[config.mk]
export PLATFORM = sky130hd
export DESIGN_NAME = instr_fetch
export DESIGN_NICKNAME = d
export VERILOG_FILES = /design/src/rtl/riscv_pkg.sv /design/src/rtl/instr_fields.sv /design/src/rtl/instr_fetch.sv
export SDC_FILE = /design/constraint.sdc
export NUM_CORES = 1
export LEC_CHECK = 0
export CAP_MARGIN = 10
export CELL_PAD_IN_SITES_DETAIL_PLACEMENT = 0
export CELL_PAD_IN_SITES_GLOBAL_PLACEMENT = 1
export CORE_MARGIN = 5
export CORE_UTILIZATION = 36
export CTS_CLUSTER_DIAMETER = 40
export CTS_CLUSTER_SIZE = 25
export DETAILED_ROUTE_END_ITERATION = 8
export PLACE_DENSITY_LB_ADDON = 0.15
export SYNTH_ARGS = -nofsm -noshare
export SYNTH_HDL_FRONTEND = slang
export SYNTH_SLANG_ARGS = --single-unit
export TNS_END_PERCENT = 50
[constraint.sdc]
create_clock -name clk -period 9.5 [get_ports clk]
set_input_delay 1.9 -clock clk [delete_from_list [all_inputs] [get_ports clk]]
set_output_delay 1.9 -clock clk [all_outputs]
set_load 0.02 [all_outputs]
[src/rtl/riscv_pkg.sv]
// Shared fetch-stage definitions: state encoding, NOP word, instruction field positions.
`default_nettype none

package riscv_pkg;

  typedef enum logic [1:0] {
    IDLE = 2'd0,
    REQ  = 2'd1,
    HOLD = 2'd2,
    DROP = 2'd3
  } fetch_state_t;

  localparam logic [31:0] NOP_INSTR        = 32'h0000_0013;
  localparam logic [31:0] DEFAULT_RESET_PC = 32'h0000_0000;

  localparam int OPCODE_LSB = 0;
  localparam int RD_LSB     = 7;
  localparam int FUNCT3_LSB = 12;
  localparam int RS1_LSB    = 15;
  localparam int RS2_LSB    = 20;
  localparam int FUNCT7_LSB = 25;

endpackage

`default_nettype wire

[src/rtl/instr_fields.sv]
// Splits a 32-bit RISC-V instruction word into its fixed decode fields.
`default_nettype none

module instr_fields
  import riscv_pkg::*;
(
  input  logic [31:0] instr,
  output logic [6:0]  opcode,
  output logic [2:0]  funct3,
  output logic [6:0]  funct7,
  output logic [4:0]  rd,
  output logic [4:0]  rs1,
  output logic [4:0]  rs2
);

  assign opcode = instr[OPCODE_LSB +: 7];
  assign rd     = instr[RD_LSB     +: 5];
  assign funct3 = instr[FUNCT3_LSB +: 3];
  assign rs1    = instr[RS1_LSB    +: 5];
  assign rs2    = instr[RS2_LSB    +: 5];
  assign funct7 = instr[FUNCT7_LSB +: 7];

endmodule

`default_nettype wire

[src/rtl/instr_fetch.sv]
// Fetch stage: owns the PC, fetches over req/ack, holds one instruction for decode.
// Optional FETCH_STALL_CNT_EN adds a saturating memory-wait cycle counter (stall_cnt).
`default_nettype none

module instr_fetch
  import riscv_pkg::*;
#(
  parameter int              XLEN     = 32,
  parameter logic [XLEN-1:0] RESET_PC = XLEN'(DEFAULT_RESET_PC)
) (
  input  logic            clk,
  input  logic            reset,
  output logic            imem_req,
  output logic [XLEN-1:0] imem_addr,
  input  logic            imem_ack,
  input  logic [31:0]     imem_rdata,
  output logic            instr_valid,
  input  logic            instr_ready,
  output logic [31:0]     instr,
  output logic [XLEN-1:0] pc,
  output logic [XLEN-1:0] pc_plus4,
  output logic [6:0]      opcode,
  output logic [2:0]      funct3,
  output logic [6:0]      funct7,
  output logic [4:0]      rd,
  output logic [4:0]      rs1,
  output logic [4:0]      rs2,
  input  logic            redirect,
  input  logic [XLEN-1:0] redirect_pc
`ifdef FETCH_STALL_CNT_EN
  ,
  output logic [31:0]     stall_cnt
`endif
);

  fetch_state_t    state, state_n;
  logic [XLEN-1:0] req_addr, req_addr_n;
  logic [XLEN-1:0] pc_n;
  logic [31:0]     instr_n;
  logic [XLEN-1:0] target;

  assign target   = {redirect_pc[XLEN-1:2], 2'b00};
  assign pc_plus4 = pc + XLEN'(4);

  always_ff @(posedge clk or posedge reset) begin
    if (reset) begin
      state    <= IDLE;
      pc       <= RESET_PC;
      req_addr <= RESET_PC;
      instr    <= NOP_INSTR;
    end else begin
      state    <= state_n;
      pc       <= pc_n;
      req_addr <= req_addr_n;
      instr    <= instr_n;
    end
  end

  always_comb begin
    state_n    = state;
    pc_n       = pc;
    req_addr_n = req_addr;
    instr_n    = instr;
    case (state)
      IDLE: begin
        state_n    = REQ;
        req_addr_n = pc;
        if (redirect) begin
          pc_n       = target;
          req_addr_n = target;
        end
      end
      REQ: begin
        if (redirect) begin
          pc_n = target;
          // Without an ack the old request is still owed by memory and must be drained.
          if (imem_ack) req_addr_n = target;
          else          state_n    = DROP;
        end else if (imem_ack) begin
          instr_n = imem_rdata;
          state_n = HOLD;
        end
      end
      HOLD: begin
        if (redirect) begin
          pc_n       = target;
          req_addr_n = target;
          state_n    = REQ;
        end else if (instr_ready) begin
          pc_n       = pc_plus4;
          req_addr_n = pc_plus4;
          state_n    = REQ;
        end
      end
      DROP: begin
        if (redirect) pc_n = target;
        if (imem_ack) begin
          req_addr_n = redirect ? target : pc;
          state_n    = REQ;
        end
      end
      default: state_n = IDLE;
    endcase
  end

  assign imem_req    = (state == REQ) || (state == DROP);
  assign instr_valid = (state == HOLD);
  assign imem_addr   = req_addr;

`ifdef FETCH_STALL_CNT_EN
  always_ff @(posedge clk or posedge reset) begin
    if (reset) begin
      stall_cnt <= 32'd0;
    end else if (imem_req && !imem_ack && (stall_cnt != 32'hFFFF_FFFF)) begin
      stall_cnt <= stall_cnt + 32'd1;
    end
  end
`endif

  instr_fields u_fields (
    .instr  (instr),
    .opcode (opcode),
    .funct3 (funct3),
    .funct7 (funct7),
    .rd     (rd),
    .rs1    (rs1),
    .rs2    (rs2)
  );

endmodule

`default_nettype wire

Yosys cells after proc, flatten, opt, wreduce, memory -nomap -nowiden. Cells that the tools add are included.

Register bits: 98. Word-level logic and storage cells: 36. Output and inout bits: 162.

Bitwise operators: 1. Multiplexer cells: 15. Reductions and logical operators: 6. Equality and inequality tests: 9. Add/subtract/negate cells: 1.

Operators by type and width (number): $mux W32 (6); $pmux W32 S4 (1); $pmux W32 S2 (1); $add A32 B3 Y32 const B (1); $mux W2 (6); $pmux W2 S4 (1); $reduce_and A4 Y1 (2); $ne A2 B2 Y1 const B (3); $ne A3 B3 Y1 const B (2); $eq A2 B2 Y1 const B (2); $ne A3 B1 Y1 const B (1); $reduce_and A3 Y1 (1); $reduce_or A3 Y1 (1); $eq A2 B1 Y1 const B (1); $logic_not A2 Y1 (1); $logic_or A1 B1 Y1 (1); $not A1 Y1 (1).

Longest topological paths before layout. Gate-level depths: netlist of run 1.

Word-level depth: 4. Mapped depth: 9.

Cells and area by module. A second synthesis of run 1 with hierarchy kept.

Cell total of the unflattened synthesis: 675. Area, all modules: 6212.2 um^2.

By module, submodules not included: instr_fetch (area an instance 5972.0 um^2, times used 1, cells each 643, seq. area each 2456.1 um^2); instr_fields (area an instance 240.2 um^2, times used 1, cells each 32, seq. area each 0.0 um^2).

Least setup slack after synthesis of run 1. Ideal clock, no wire load.

Path type: register to output. Start point: register pc[2]. End point: output pc_plus4[26]. Data required time: 7600 ps. Path slack: 5300 ps. Arrival time: 2300 ps. Stages on the path, launching flop included: 7. Buffers on the path: 1. Path through: dfrtp_1 -> ha_1 -> nand3_1 -> or4_4 -> buf_6 -> nor4_4 -> xor2_1.

Longest elaborated chain between the ends: 1.

RTL lines: start, declared (line instr_fetch.sv:20) `output logic [XLEN-1:0] pc,`; start signal, assigned (line instr_fetch.sv:53) `pc <= pc_n;`; $add A32 B3 Y32 (line instr_fetch.sv:43) `assign pc_plus4 = pc + XLEN'(4);`; end, declared (line instr_fetch.sv:21) `output logic [XLEN-1:0] pc_plus4,`.

Every way passes these cells.

Worst setup path after layout of run 1.
Start point: register pc[2]. End point: output pc_plus4[20].

Same word-level chain as after synthesis.

==> metrics.yaml, run 1 <==
ys.flop_type: "dfrtp_1"
cts_root_buf: "clkbuf_16"
initial_core_util_pct: 36.3
synth.area.mux_share_pct: 8.92
critPathLaunchType: "register"
htreeDepth: 3
synth_common_cells: "dfrtp_1 (95), nand2_1 (80), mux2_2 (43)"
numClockSinks: 98
dp.cells: 1044
drc: 0
vias_per_cell: 5.43
pre_cts_slack_ps: 4230
postRouteAntennaNets: 0
worst_slew_pin_slew_ps: 1200
ioPinCount: 231
end_kind: "output pin"
cts_tree: "done"
clkLatencyLatePin_ps: 350
finClkSkew_ps: 10.2
worstPathMaxFanout: 18
clkTransAtPathRegs_ps: 80
synth_compound_area_share_pct: 14.8
drtPass1Iterations: 5
rsz0062_at_grt: "false"
grt_pass1_wl_um: 33000
period_share_pct: 59.3
status: "completed"
die-area_um2: 20000
ys_ff_latch: 98
power_density_nw_per_um2: 304
synth_area_um2: 6210
synth_edf_count: 0
synth_seq_area_share_pct: 39.5
min-delay-start: "imem_addr[3]$_DFFE_PP0P_"
worstHoldEndpoint: "imem_addr[3]$_DFFE_PP0P_"
syn_area_per_cell_um2: 9.20
worstPathArrival_ps: 3740
maxCapViolations: 0
synth_simple_gate_area_share_pct: 19.6
synthCells: 675
setup_viol: 0
drive_gt1_share_pct: 11.4
die_h_um: 141
num_vias: 5760
ir_worst_vdd_mv: 0.167
yosys-top-cells-area: "dfrtp_1 (38%), mux2_2 (7.8%), nand2_1 (4.8%)"
critical_path_class: "register to output pin"
whs_path_depth: 1
yosysMostFrequentCell: "dfrtp_1"
period_needed_ps: 5640
hold_viol_final: 0
ctsResizeCount: 0
cts_hold_buf: 0
nets: 903
reg2regPathDepth: 6
layout_setup_ws_ps: 3860
ys.warnings.count: 0
async_flop_share_pct: 100
die_width_um: 141
critical_path_required_ps: 7600
cts.path.max_buffers: 2
reg2reg_slack_ps: 6320
antenna_found_initial: 1
final_cell_count_no_fill: 1061
numPortBuffers: 228
synthAdderAreaFrac_pct: 0.806
fmax_ghz: 0.177
num_rows: 48
synth-xor-area-share_pct: 7.19
tns_ps: 0
netlist.area_leader.share_pct: 38.3
drt-initial-drc-count: 421
slew_violations: 0
grt_pass1_vias: 5739
slew_headroom_pct: 20.0
synth_top_cell_by_area: "dfrtp_1"
fillers: 1595
power_mw: 2.63
dp_hpwl_um: 14800
core_area_um2: 17100
hold_path.class: "register to register"
synth_top_family_by_area: "simple AND/OR/NAND/NOR gates"
overflow: 0
fin_util_pct: 50.4
gp_congestion: 0.860
area_delta_synth_final_pct: 39.0
wl_per_cell_um: 19.8
routed_wl_um: 21000
syn-num-nets: 748
numCtsBuffers: 9
yosys.cell_types.count: 64
r2r_end: "pc[20]$_DFFE_PP0N_"
grt_max_degree: 73
rr_startpoint: "pc[2]$_DFFE_PP0N_"
grtUsageTotal_pct: 20.8
post_cts_buffers: 0
p_leak_nw: 3.33
-- logic make-up (layout without fill, tap and decap cells) --
logic type	Yosys count	after routing
and+or+nand+nor	227	227
buffers and inverters	108	268
DFF	98	98
adders and majority gates	4	4
muxes	50	50
other	0	1
AOI/OAI and AO/OA	137	137
xor gates and xnor gates	51	51
-- layer usage --
layer	track usage (%)	wire [um]	part of all wire [%]	vias up
met3	4.21	1620	7.7	22
met5	0	0	0	-
met1	27.3	8990	43	2802
met4	6.43	378	1.8	0
li1	-	-	-	2684
met2	34.6	10000	48	252
-- layout make-up --
type | count | area, um^2 | share of cell area, %
sequential | 98 | 2460 | 28.5
multi-input combinational | 469 | 3200 | 37.0
tap | 225 | 282 | 3.26
clock buffer | 10 | 239 | 2.77
clock inverter | 6 | 57.6 | 0.667
timing repair buffer | 236 | 2340 | 27.1
inverter | 16 | 62.6 | 0.725
antenna | 1 | 2.50 | 0.0290
-- flip-flops by register name (all words and copies together), names as in the netlist --
name       cells
instr         32
imem_addr     32
state          2
pc            32
-- stage by stage --
stage                     instance area, um^2  hold slack, ps
after CTS                                8630             495
after detailed placement                 8330             478
after global routing                     8630             517
after floorplan                          6210             544
after global placement                   8330             464
final                                    8630             487
-- worst max path at each step --
| stage | start | end | slack [ps] | cells after the start |
|---|---|---|---|---|
| 6_report | pc[2]$_DFFE_PP0N_ | pc_plus4[20] | 3860 | 6 |
| 5_1_grt | pc[2]$_DFFE_PP0N_ | pc_plus4[16] | 3600 | 6 |
| 4_1_cts | pc[2]$_DFFE_PP0N_ | pc_plus4[20] | 3830 | 6 |
| 3_5_place_dp | pc[2]$_DFFE_PP0N_ | pc_plus4[20] | 4230 | 6 |
| 3_3_place_gp | pc[2]$_DFFE_PP0N_ | pc_plus4[20] | 4250 | 6 |
| 2_1_floorplan | reset | imem_addr[0]$_DFFE_PP0P_ | 5040 | 1 |
-- worst max-delay path, cell delays in order, from the launching register on --
cell	delay, ps
dfrtp_1	560
ha_1	280
nand3_1	430
or4_4	830
nor3_1	360
xor2_1	230
clkdlybuf4s50_1	690
-- placed cells by master (no fill, tap or decap), types with 4 or more instances in the layout --
master,Yosys,routed
mux2i_1,7,7
a21oi_1,25,25
nor2b_1,4,4
o21ai_1,9,9
nand4_1,17,17
nor3_1,16,15
and4_1,4,4
o211a_1,4,4
mux2_2,43,43
nor3_2,3,4
nand3_1,21,21
nor4_2,4,4
clkbuf_16,0,9
nand2b_1,6,6
a221oi_1,7,7
nor2_1,36,35
nand2_1,80,80
a311oi_1,4,4
o22ai_1,7,7
xor2_1,20,20
buf_4,35,8
or2_1,4,4
o21ai_0,29,29
a21o_1,4,4
nor4_1,9,9
a31oi_1,13,13
inv_1,16,15
clkdlybuf4s50_1,0,227
o211ai_1,6,6
ha_1,4,4
xnor2_1,31,31
dfrtp_1,95,95
and3_1,4,4
or2_2,4,4
-- report_power, final --
group / leakage [nW] / switching (mW) / internal (mW)
Sequential: 1.16 / 0.128 / 0.581
Combinational: 2.02 / 0.846 / 0.700
Clock: 0.147 / 0.181 / 0.191
Note: power is estimated with default switching activity, not from simulation.
==> inputs of run 2 (changes only) <==
--- a/config.mk
+++ b/config.mk
@@ -9,7 +9,7 @@
 export CELL_PAD_IN_SITES_DETAIL_PLACEMENT = 0
 export CELL_PAD_IN_SITES_GLOBAL_PLACEMENT = 1
 export CORE_MARGIN = 5
-export CORE_UTILIZATION = 36
+export CORE_UTILIZATION = 30
 export CTS_CLUSTER_DIAMETER = 40
 export CTS_CLUSTER_SIZE = 25
 export DETAILED_ROUTE_END_ITERATION = 8
==> constraint.sdc (replaced) <==
create_clock -name clk -period 4.99 [get_ports clk]
set_input_delay 0.998 -clock clk [delete_from_list [all_inputs] [get_ports clk]]
set_output_delay 0.998 -clock clk [all_outputs]
set_load 0.02 [all_outputs]
==> metrics.yaml, run 2 (synthesis gave the netlist of run 1 again) <==
status: "completed"
die_width_um: 154
tns_ps: 0
clkLatencyLatePin_ps: 350
num_vias: 5734
initial_core_util_pct: 30.6
worstPathMaxFanout: 18
placed_cell_area_um2: 8430
critPathLaunchType: "register"
nets: 909
fmax_ghz: 0.223
pre_cts_slack_ps: 866
slowest_delay_ps: 690
grtUsageTotal_pct: 17.9
final_cell_count_no_fill: 1111
power_mw: 5.04
hold_ws_ps: 492
grt_max_degree: 53
antenna_found_initial: 0
fin_area_um2: 8730
ir_worst_vdd_mv: 0.229
power_density_nw_per_um2: 578
end_kind: "output pin"
rsz0062_at_grt: "false"
fin_util_pct: 43.0
cts_root_buf: "clkbuf_16"
drtPass1Iterations: 5
critical_path_required_ps: 3990
rr_startpoint: "state[0]$_DFFE_PP0P_"
slew_headroom_pct: 21.3
r2r_end: "pc[20]$_DFFE_PP0N_"
regArea_um2: 2460
cts.path.max_buffers: 2
overflow: 0
cp_slowest_cell: "or4_4"
numCtsBuffers: 9
grt_use_met2_pct: 29.2
setup_viol: 0
fillers: 2025
worstHoldEndpoint: "imem_addr[1]$_DFFE_PP0P_"
worstPathArrival_ps: 3480
diodes: 0
clkTransAtPathRegs_ps: 80
critical_path_class: "register to output pin"
period_share_pct: 89.7
hold_path.class: "register to register"
multi_input_area_um2: 3200
reg2reg_slack_ps: 2030
cts_hold_buf: 0
gp_congestion: 0.807
finClkSkew_ps: 13.0
dp.cells: 1095
hold_viol_final: 0
ctsResizeCount: 0
die-area_um2: 23700
layout_commonest_cell: "clkdlybuf4s50_1"
p_leak_nw: 3.35
worstPathCellList: "ha_1 -> nand3_1 -> buf_4 -> or4_4 -> nor3_1 -> xor2_1 -> clkdlybuf4s50_1"
maxCapViolations: 0
dp_hpwl_um: 15900
crit_buf_inv: 2
min-delay-start: "imem_addr[1]$_DFFE_PP0P_"
reg2regPathDepth: 6
vias_per_cell: 5.16
post_cts_buffers: 0
gr-usage-met3_pct: 3.79
cts_tree: "done"
grt_pass1_wl_um: 33900
grt_pass1_vias: 5760
period_needed_ps: 4480
drive_gt1_share_pct: 12.0
num_rows: 52
ioPinCount: 231
final_cell_mix: "clkdlybuf4s50_1 (227), dfrtp_1 (95), nand2_1 (80), mux2_2 (43), nor2_1 (35)"
layout_setup_ws_ps: 512
routed_wl_um: 21900
grt.busiest_layer: "met2"
area_delta_synth_final_pct: 40.5
numClockSinks: 98
critical-path-top-delay-family: "simple AND/OR/NAND/NOR gates"
wl_per_cell_um: 19.7
whs_path_depth: 2
numPortBuffers: 228
slew_violations: 0
drt-initial-drc-count: 328
die_h_um: 154
worst_slew_pin_slew_ps: 1180
grt_use_met1_pct: 24.3
htreeDepth: 3
postRouteAntennaNets: 0
drc: 0
core_area_um2: 20300
-- run 2: cell types whose count changed in the layout (fill, tap and decap cells not counted), sizes merged --
cell / delta
buf: +6
inv: +1
clkinv: -1
diode: -1
-- run 2: layout make-up --
cell class | instances | area share [%]
Inverter | 16 | 0.717
Clock inverter | 6 | 0.631
Tap cell | 270 | 3.87
Multi-Input combinational cell | 469 | 36.6
Sequential cell | 98 | 28.1
Timing Repair Buffer | 242 | 27.3
Clock buffer | 10 | 2.74
-- run 2: tightest hold or removal path, delay by kind of cell, from the launching register on --
kind | cells | cell delay (ps)
and+or+nand+nor | 1 | 40
AOI/OAI and AO/OA | 1 | 60
DFF | 1 | 350
-- run 2: worst max path at each step --
stage | start | endpoint | cells past startpoint
6_report | pc[2]$_DFFE_PP0N_ | pc_plus4[20] | 7
5_1_grt | pc[2]$_DFFE_PP0N_ | pc_plus4[20] | 7
4_1_cts | pc[2]$_DFFE_PP0N_ | pc_plus4[20] | 7
3_5_place_dp | pc[2]$_DFFE_PP0N_ | pc_plus4[20] | 7
3_3_place_gp | pc[2]$_DFFE_PP0N_ | pc_plus4[20] | 7
2_1_floorplan | reset | imem_addr[0]$_DFFE_PP0P_ | 1
-- run 2: report_power, final --
group	switching (mW)	total [mW]	internal [mW]
clock	0.349	0.713	0.364
sequential	0.244	1.35	1.11
combinational	1.64	2.98	1.35
-- run 2: metal layers --
metal / part of all wire (%) / wire length, um
met4: 1.4 / 303
met1: 45 / 9950
met3: 7.0 / 1540
met5: 0 / 0
met2: 46 / 10100
==> inputs of run 3 (changes only) <==
--- a/config.mk
+++ b/config.mk
@@ -5,12 +5,12 @@
 export SDC_FILE = /design/constraint.sdc
 export NUM_CORES = 1
 export LEC_CHECK = 0
-export CAP_MARGIN = 10
+export CAP_MARGIN = 20
 export CELL_PAD_IN_SITES_DETAIL_PLACEMENT = 0
 export CELL_PAD_IN_SITES_GLOBAL_PLACEMENT = 1
-export CORE_MARGIN = 5
+export CORE_MARGIN = 3
 export CORE_UTILIZATION = 30
-export CTS_CLUSTER_DIAMETER = 40
+export CTS_CLUSTER_DIAMETER = 30
 export CTS_CLUSTER_SIZE = 25
 export DETAILED_ROUTE_END_ITERATION = 8
 export PLACE_DENSITY_LB_ADDON = 0.15
==> metrics.yaml, run 3 (synthesis gave the netlist of run 1 again) <==
worstPathMaxFanout: 18
wl_per_cell_um: 19.6
clkLatencyLatePin_ps: 350
vias_per_cell: 5.22
ir_worst_vdd_mv: 0.239
layout_setup_ws_ps: 568
nets: 909
layout_commonest_cell: "clkdlybuf4s50_1"
numClockSinks: 98
hold_path.class: "register to register"
diodes: 0
hold_viol_final: 0
grtUsageTotal_pct: 19.2
overflow: 0
cts.path.max_buffers: 2
die_width_um: 150
routed_wl_um: 21800
drt-initial-drc-count: 309
pre_cts_slack_ps: 933
rsz0062_at_grt: "false"
num_vias: 5800
ctsResizeCount: 0
cts_root_buf: "clkbuf_16"
period_needed_ps: 4420
antenna_found_initial: 2
post_cts_buffers: 0
power_density_nw_per_um2: 579
drive_gt1_share_pct: 12.0
numPortBuffers: 228
worstPathArrival_ps: 3420
critical_path_required_ps: 3990
tns_ps: 0
slew_headroom_pct: 40.9
regArea_um2: 2460
grt_pass1_vias: 5839
fmax_ghz: 0.226
final_cell_mix: "clkdlybuf4s50_1 (227), dfrtp_1 (95), nand2_1 (80), mux2_2 (43), nor2_1 (35)"
critical_path_class: "register to output pin"
multi_input_area_um2: 3200
drc: 0
setup_viol: 0
gp_congestion: 0.826
drtPass1Iterations: 5
initial_core_util_pct: 30.6
p_leak_nw: 3.36
finClkSkew_ps: 14.7
fillers: 2032
die_h_um: 150
core_area_um2: 20300
area_delta_synth_final_pct: 40.8
period_share_pct: 88.6
cts_tree: "done"
critPathLaunchType: "register"
ioPinCount: 231
numCtsBuffers: 9
grt_pass1_wl_um: 33600
fin_util_pct: 43.1
maxCapViolations: 0
dp_hpwl_um: 15500
num_rows: 52
grt_max_degree: 42
slew_violations: 0
end_kind: "output pin"
clkTransAtPathRegs_ps: 80
cts_hold_buf: 0
status: "completed"
postRouteAntennaNets: 0
htreeDepth: 3
worst_slew_pin_slew_ps: 887
die-area_um2: 22500
-- run 3: changes by cell type in the layout (fill, tap and decap cells not counted) --
cell / before / now
bufinv_16: 0 / 1
clkbuf_8: 1 / 0
inv_6: 3 / 2
clkinv_4: 2 / 3
-- run 3: path summary, 6_finish.rpt --
check	from	end	slack, ps	cells after the start
hold reg to reg	imem_addr[1]$_DFFE_PP0P_	imem_addr[1]$_DFFE_PP0P_	490	2
max in group asynchronous	reset	pc[19]$_DFFE_PP0N_	2970	3
hold / removal	imem_addr[1]$_DFFE_PP0P_	imem_addr[1]$_DFFE_PP0P_	490	2
setup / recovery	pc[2]$_DFFE_PP0N_	pc_plus4[20]	570	7
setup reg to reg	state[0]$_DFFE_PP0P_	pc[26]$_DFFE_PP0N_	2110	6
min in group asynchronous	reset	instr[10]$_DFFE_PP0P_	1050	2
-- run 3: area by class of cell --
cell class | instances | share of cell area [%]
multi-input combinational | 469 | 36.5
sequential | 98 | 28.1
timing repair buffer | 242 | 27.2
tap | 270 | 3.86
clock buffer | 9 | 2.58
clock inverter | 7 | 0.973
inverter | 16 | 0.715
-- run 3: worst max-delay path, stage by stage (launching register included) --
cell             delay, ps
dfrtp_1                550
ha_1                   280
nand3_1                100
buf_4                  210
or4_4                  690
nor3_1                 370
xor2_1                 210
clkdlybuf4s50_1        650
-- run 3: per-layer routing --
metal	up-vias	global-route usage (%)	share of wire, %
met3	31	4.27	8.2
met5	-	0	0.11
li1	2693	-	-
met4	4	5.31	1.5
met1	2812	25.3	43
met2	260	31.9	47
-- run 3: metrics by stage --
stage / hold slack (ps) / cell area [um^2] / cells / total power, mW
global route: 511 / 8740 / 1111 / 5.37
CTS: 494 / 8740 / 1111 / 5.12
finish: 487 / 8740 / 1111 / 5.06
global placement: 464 / 8430 / 1095 / 4.32
floorplan: 544 / 6210 / 675 / 3.15
detailed placement: 478 / 8430 / 1095 / 4.36
-- run 3: power breakdown --
group	leakage (nW)	internal (mW)	switching (mW)
Combinational	2.04	1.34	1.62
Clock	0.153	0.399	0.344
Sequential	1.16	1.11	0.252
Total	3.36	2.84	2.22
